`config.mk`:
```
export PLATFORM = sky130hd
export DESIGN_NAME = ahb_lite_master
export DESIGN_NICKNAME = d
export VERILOG_FILES = /design/src/rtl/ahb_lite_master.sv
export SDC_FILE = /design/constraint.sdc
export NUM_CORES = 1
export LEC_CHECK = 0
export CORE_MARGIN = 2
export CORE_UTILIZATION = 41
export CTS_CLUSTER_SIZE = 16
export DETAILED_ROUTE_END_ITERATION = 8
export PLACE_DENSITY = 0.68
export SLEW_MARGIN = 20
export SYNTH_ARGS = -nofsm -noshare
export SYNTH_HDL_FRONTEND = slang
export SYNTH_SLANG_ARGS = --single-unit
```
`constraint.sdc`:
```
create_clock -name HCLK -period 6 [get_ports HCLK]
set_clock_uncertainty 0.05 [all_clocks]
set_input_delay 1.2 -clock HCLK [delete_from_list [all_inputs] [get_ports HCLK]]
set_output_delay 1.2 -clock HCLK [all_outputs]
set_load 0.01 [all_outputs]
```
`src/rtl/ahb_lite_master.sv`:
```
// AHB-Lite manager: turns a valid/ready request stream into pipelined single
// transfers and returns read data and error status on a valid/ready response stream.
module ahb_lite_master #(
    parameter int ADDR_WIDTH = 12,
    parameter int DATA_WIDTH = 32,
    parameter bit SEC_TRANS  = 1'b0
) (
    input  logic                  HCLK,
    input  logic                  HRESET,
    input  logic                  req_valid,
    output logic                  req_ready,
    input  logic                  req_write,
    input  logic [ADDR_WIDTH-1:0] req_addr,
    input  logic [2:0]            req_size,
    input  logic [DATA_WIDTH-1:0] req_wdata,
    output logic                  rsp_valid,
    input  logic                  rsp_ready,
    output logic [DATA_WIDTH-1:0] rsp_rdata,
    output logic                  rsp_err,
    output logic [ADDR_WIDTH-1:0] HADDR,
    output logic [1:0]            HTRANS,
    output logic                  HWRITE,
    output logic [2:0]            HSIZE,
    output logic [2:0]            HBURST,
    output logic                  HNONSEC,
    output logic [DATA_WIDTH-1:0] HWDATA,
    input  logic [DATA_WIDTH-1:0] HRDATA,
    input  logic                  HREADY,
    input  logic                  HRESP
);

    if (DATA_WIDTH < 8 || DATA_WIDTH > 1024 || (DATA_WIDTH & (DATA_WIDTH - 1)) != 0) begin : g_bad_width
        $fatal(1, "ahb_lite_master: DATA_WIDTH must be a power of 2 in 8..1024");
    end

    localparam logic [2:0] MAX_SIZE = 3'($clog2(DATA_WIDTH / 8));

    typedef enum logic [1:0] {
        HTRANS_IDLE   = 2'b00,
        HTRANS_NONSEQ = 2'b10
    } htrans_e;

    typedef struct packed {
        logic [DATA_WIDTH-1:0] rdata;
        logic                  err;
    } rsp_t;

    // Address slot A: request currently presented on the bus
    logic                  a_valid;
    logic                  a_write;
    logic [ADDR_WIDTH-1:0] a_addr;
    logic [2:0]            a_size;
    logic [DATA_WIDTH-1:0] a_wdata;

    // Data slot D: transfer currently in its data phase
    logic                  d_valid;
    logic                  d_write;
    logic [DATA_WIDTH-1:0] d_wdata;

    rsp_t       fifo [3];
    logic [1:0] wr_ptr;
    logic [1:0] rd_ptr;
    logic [1:0] f_count;

    logic                  accept;
    logic                  a_done;
    logic                  d_done;
    logic                  pop;
    logic [2:0]            size_c;
    logic [ADDR_WIDTH-1:0] addr_aligned;
    logic [2:0]            outstanding;

    function automatic logic [1:0] ptr_next(input logic [1:0] p);
        return (p == 2'd2) ? 2'd0 : p + 2'd1;
    endfunction

    // NOTE: every signal written here gets a value before any condition, so no latch is inferred.
    always_comb begin
        size_c       = (req_size > MAX_SIZE) ? MAX_SIZE : req_size;
        addr_aligned = req_addr & ({ADDR_WIDTH{1'b1}} << size_c);
        outstanding  = {2'b00, a_valid} + {2'b00, d_valid} + {1'b0, f_count};
        pop          = (f_count != 2'd0) && rsp_ready;
        // Counting this cycle's pop lets a zero-wait bus sustain one transfer per cycle
        req_ready    = !HRESET && (!a_valid || HREADY) && ((outstanding - {2'b00, pop}) < 3'd3);
        accept       = req_valid && req_ready;
        a_done       = a_valid && HREADY;
        d_done       = d_valid && HREADY;
    end

    // NOTE: sequential state uses non-blocking assignments so every register samples pre-edge values.
    always_ff @(posedge HCLK) begin
        if (HRESET) begin
            a_valid <= 1'b0;
            a_write <= 1'b0;
            a_addr  <= '0;
            a_size  <= '0;
            a_wdata <= '0;
            d_valid <= 1'b0;
            d_write <= 1'b0;
            d_wdata <= '0;
        end else begin
            if (accept) begin
                a_valid <= 1'b1;
                a_write <= req_write;
                a_addr  <= addr_aligned;
                a_size  <= size_c;
                a_wdata <= req_wdata;
            end else if (a_done) begin
                a_valid <= 1'b0;
            end

            if (a_done) begin
                d_valid <= 1'b1;
                d_write <= a_write;
                d_wdata <= a_write ? a_wdata : '0;
            end else if (d_done) begin
                d_valid <= 1'b0;
            end
        end
    end

    // NOTE: the response storage is reset so rsp_rdata/rsp_err read back as zero after reset.
    always_ff @(posedge HCLK) begin
        if (HRESET) begin
            for (int i = 0; i < 3; i++) fifo[i] <= '0;
            wr_ptr  <= '0;
            rd_ptr  <= '0;
            f_count <= '0;
        end else begin
            if (d_done) begin
                fifo[wr_ptr] <= '{rdata: (d_write ? '0 : HRDATA), err: HRESP};
                wr_ptr       <= ptr_next(wr_ptr);
            end
            if (pop) rd_ptr <= ptr_next(rd_ptr);
            f_count <= f_count + {1'b0, d_done} - {1'b0, pop};
        end
    end

    assign HTRANS    = a_valid ? HTRANS_NONSEQ : HTRANS_IDLE;
    assign HADDR     = a_addr;
    assign HWRITE    = a_write;
    assign HSIZE     = a_size;
    assign HBURST    = 3'b000;
    assign HNONSEC   = !SEC_TRANS;
    assign HWDATA    = d_wdata;
    assign rsp_valid = (f_count != 2'd0);
    assign rsp_rdata = rsp_valid ? fifo[rd_ptr].rdata : '0;
    assign rsp_err   = rsp_valid ? fifo[rd_ptr].err : 1'b0;

endmodule

```
# Word-level counts from Yosys, hierarchy flattened

Memories as Yosys holds them, arrays and structs flattened. A register that Yosys moved wholly into a read port is not among the register bits.
Index checks and enable logic that the tools add are counted.

Register bits: 89
Bits in latches: 0
RAM bits: 99
ROM bits: 0
Input port bits: 86
Memories: 1

Add/sub/neg operators: 7
Multipliers: 0
Divide/modulo/power cells: 0
Magnitude comparators: 2
Equal/unequal tests: 2
Shift-type cells: 1
Muxes and demuxes: 22
Bitwise logic cells: 1
Reduce and logical (&&, ||, !) cells: 13

Memories:

| memory | depth | width | rd ports | clocked after memory_dff | wr ports | RTL line | source |
|---|---|---|---|---|---|---|---|
| fifo   | 3     | 33    | 1        | 1                        | 3        | 60       | `rsp_t fifo [3];` |

Operators by type and width:

| cell                                                                            | number |
|---|---|
| 32-bit two-way mux                                                              | 3 |
| 33-bit two-way mux                                                              | 1 |
| 33-bit OR reduction                                                             | 1 |
| 12-bit bitwise AND                                                              | 1 |
| 2-bit two-way mux                                                               | 6 |
| 12-bit by 3-bit << shifter with 12-bit output, first input constant             | 1 |
| 1-bit two-way mux                                                               | 11 |
| 1-bit logical AND                                                               | 6 |
| 2-bit nonzero test                                                              | 3 |
| 2-bit by 1-bit adder with 2-bit output, second input constant                   | 2 |
| 2-bit == test, second input constant                                            | 2 |
| 2-bit by 2-bit adder with 3-bit output                                          | 1 |
| 3-bit by 2-bit greater-than comparator with 1-bit output, second input constant | 1 |
| 3-bit by 2-bit less-than comparator with 1-bit output, second input constant    | 1 |
| 3-bit two-way mux                                                               | 1 |
| 3-bit by 1-bit subtractor with 3-bit output                                     | 1 |
| 1-bit by 1-bit adder with 2-bit output                                          | 1 |
| 2-bit by 1-bit adder with 2-bit output                                          | 1 |
| 1-bit logical NOT                                                               | 2 |
| 2-bit by 1-bit subtractor with 2-bit output                                     | 1 |
| 1-bit logical OR                                                                | 1 |

# Depth between registers and ports, before layout

Depth in word-level cells: 7
Depth in mapped cells: 11
Gate-level depth less buffers: 9

# Worst setup path before layout

No wires, ideal clock.

Path type: input port to flip-flop
From: in HRESET
To: mem fifo[3][0] (netlist name) (enable)
Library setup time: 0.507 ns
Data arrival time: 4.956 ns
Setup slack: 0.487 ns
Stages: 4
Buffers on the path: 3
Path through: clkbuf_1 -> clkbuf_1 -> buf_2 -> nor4bb_1

RTL lines:

| element         | RTL line | source |
|---|---|---|
| start, declared | 9        | `input logic HRESET,` |
| end, declared   | 60       |  |

# Worst setup path in the final report

From: in rsp_ready
To: out req_ready

Word-level cells in the longest chain between the ends: 4

Ends and longest elaborated chain:

| element                                               | RTL line | source |
|---|---|---|
| start, declared                                       | 17       | `input logic rsp_ready,` |
| 1-bit logical AND                                     | 82       | `pop = (f_count != 2'd0) && rsp_ready;` |
| net pop                                               | 68       | `logic pop;` |
| 3-bit by 1-bit subtractor with 3-bit output           | 84       | `req_ready = !HRESET && (!a_valid \|\| HREADY) && ((outstanding - {2'b00, pop}) < 3'd3);` |
| 3-bit by 2-bit less-than comparator with 1-bit output | 84       |  |
| 1-bit logical AND                                     | 84       |  |
| end, declared                                         | 11       | `output logic req_ready,` |

The timed path passes the listed nets, and every way through them passes these cells.

==> summary.txt <==
Design Power: 4.35 mW
Synthesis warning total: 0
Final hold violation count: 0
Final Util: 53.6%
Gr ovfl total: 0
Avg Vias per Cell: 4.97
Die Wd: 156 µm
Fin Setup TNS: 0 ns
Share of cells above drive strength 1: 14.4%
N_diodes: 0
Min setup slack post-route: 0.787 ns
FP Rows: 55
Dominant cell type by area after synthesis: edfxtp_1
Register-to-Register Path Depth: 10
Yosys reg bits: 223
Worst Hold Depth: 2
CTS Hold Buffers Added: 0
Slowest-stage cell, CP: clkdlybuf4s50_1
Share of the synthesized area in the top cell type: 41.9%
Sequential-to-total area share from yosys stat: 61.1%
Starting DRT DRC Count: 359
Post-route clock period utilization: 86.9%
Crit path max fanout: 4
Cts bufs inserted: 25
Met2 Usage GRT: 28.5%
Die area: 24300 µm²
Root Driver: clkbuf_16
Worst skew pair latency: 0.51 ns
Final GP Congestion: 0.700
Worst-path cell chain: clkdlybuf4s50_1, o21ai_0, inv_1, ha_1, fa_1, inv_1, fa_1, nand2b_1, nand3_1, nor2_1, clkdlybuf4s50_1
Unique masters post-synth: 33
Via count: 6052
Clock period minus worst slack: 5.21 ns
Worst Tran Pin Value: 0.970 ns
Clock sink count: 223
Worst hold path class: flop to flop
Synthesis-to-finish area growth: 28.1%
Pwr Density: 359 nW/µm²
GRT busiest layer: met2
Port Buffers: 169
Rel. slew slack: 35.4%
DP HPWL: 12000 µm
Htree depth: 1
Cts repair resizes: 0
WL/cell: 16.9 µm
Number of synthesized flops with an enable pin: 132
Drt pass-1 iters: 4
Met3 GRT Util: 5.47%
Initial Utilization: 41.8%
Routed wire length: 20600 µm
Avg Inst Size Synth: 12.3 µm²
Core area: 22600 µm²
CP Class: input pin to output port
Clock transition at the registers of the reported paths: 0.06 ns
Post-Syn Area: 9470 µm²
Setup-failing EPs final: 0
First-pass GRT wire length: 32700 µm
Vias in the first global route: 6274
Design Area, Final: 12100 µm²
Routed Antenna Nets: 0
CTS tree: built
Critical path depth: 11
Leading cell type in the layout, fill and taps excluded: clkdlybuf4s50_1
Postcts setup bufs: 0
FFs w/ async S/R, synth: 0%
RSZ-0062 raised after global routing: false
Die span in y: 156 µm
Ports: 175
Main synth FF type: edfxtp_1
Most frequent cells in the layout: clkdlybuf4s50_1 (168), edfxtp_1 (132), nor2_1 (102)
Max Fclk: 192 MHz
GR Layer Usage met1: 21.1%
Gate Count Post-Synth: 767
Cell area after placement: 11300 µm²
Maximum VDD drop: 0.000230 V
Critical path's top delay family: buffers and inverters
Final Instance Count excl. Fillers: 1218
# DRC: 0
Hold WS: 0.397 ns
Placed cells: 1172
CP Launch Type: input pin
Fin. max-slew vios: 0
Synth area leaders: edfxtp_1 (42%), dfxtp_1 (19%), mux4_2 (7.8%), nor2b_1 (5.2%), nor2_1 (4.1%)
Leakage: 4.53 nW
Fill cells: 1989
Initial antenna violation count: 0
WP buf/inv: 4
Overall routing resource usage: 17.0%
Worst stage delay on the critical path: 0.58 ns
Worst Path Required: 4.75 ns
Pin count of the biggest net entering global routing: 85
Status: completed
Max-cap check violation count: 0
Worst Setup End Kind: output port
Clock Tree Buf Depth: 3
Worst slack, placed: 0.815 ns
Nets: 1005
CP arrival: 3.96 ns
## routing by layer
layer | part of all wire (%) | vias to the layer above
li1 | - | 2926
met2 | 47 | 198
met4 | 2.1 | 0
met3 | 9.5 | 35
met5 | 0 | -
met1 | 41 | 2893
## path summary, 6_finish.rpt
check                           slack, ns     endpoint       start
worst max-delay path                 0.79    req_ready   rsp_ready
worst min-delay path                 0.40   HWDATA[28]  HWDATA[28]
worst max register to register       2.32  a_wdata[29]  f_count[1]
worst min register to register       0.40   HWDATA[28]  HWDATA[28]
## worst min-delay path: cells and delay by family (launching register included)
family | cells | cell delay [ns]
and+or+nand+nor | 1 | 0.05
AOI/OAI and AO/OA | 1 | 0.05
DFF | 1 | 0.30
## synth_stat cells, types with 15 or more instances
cell and number:
edfxtp_1 132, nor2_1 103, dfxtp_1 91, nor2b_1 78, inv_1 42, nand2b_1 42, nand2_1 40, clkbuf_1 39
a21oi_1 37, mux4_2 33, nand4_1 33, mux2_2 28, mux2_4 15
## power breakdown
group / switching [mW] / internal [mW] / total, mW
logic: 0.465 / 0.569 / 1.03
clock network: 0.604 / 0.850 / 1.45
registers: 0.0941 / 1.77 / 1.86
## logic make-up after synthesis
kind of cell	after synthesis	synth area share, %
multiplexers	80	14.0
AO/OA/AOI/OAI	38	2.01
buffers and inverters	105	4.81
adder cells (fa/ha/maj)	5	0.819
flip-flops	223	61.1
other	2	0.0793
XOR/XNOR	3	0.278
AND/OR/NAND/NOR	311	16.9
## registers in the layout, indices dropped and copies added, names as in the netlist, named ones only
| signal | cells |
|---|---|
| fifo | 132 |
| HWDATA | 32 |
| a_wdata | 32 |
| HADDR | 12 |
| HSIZE | 3 |
| f_count | 2 |
| rd_ptr | 2 |
| wr_ptr | 2 |
| HWRITE | 1 |
| a_valid | 1 |
| d_valid | 1 |
| d_write | 1 |
## area by class of cell
class	count	area [µm²]	area share, %
clock inverter	19	154	1.27
timing repair buffer	180	1770	14.6
tap	285	357	2.94
sequential	223	5790	47.7
clock buffer	27	633	5.22
multi-input combinational	442	3270	26.9
inverter	42	158	1.30
No activity file was read; power rests on OpenSTA's default activity.
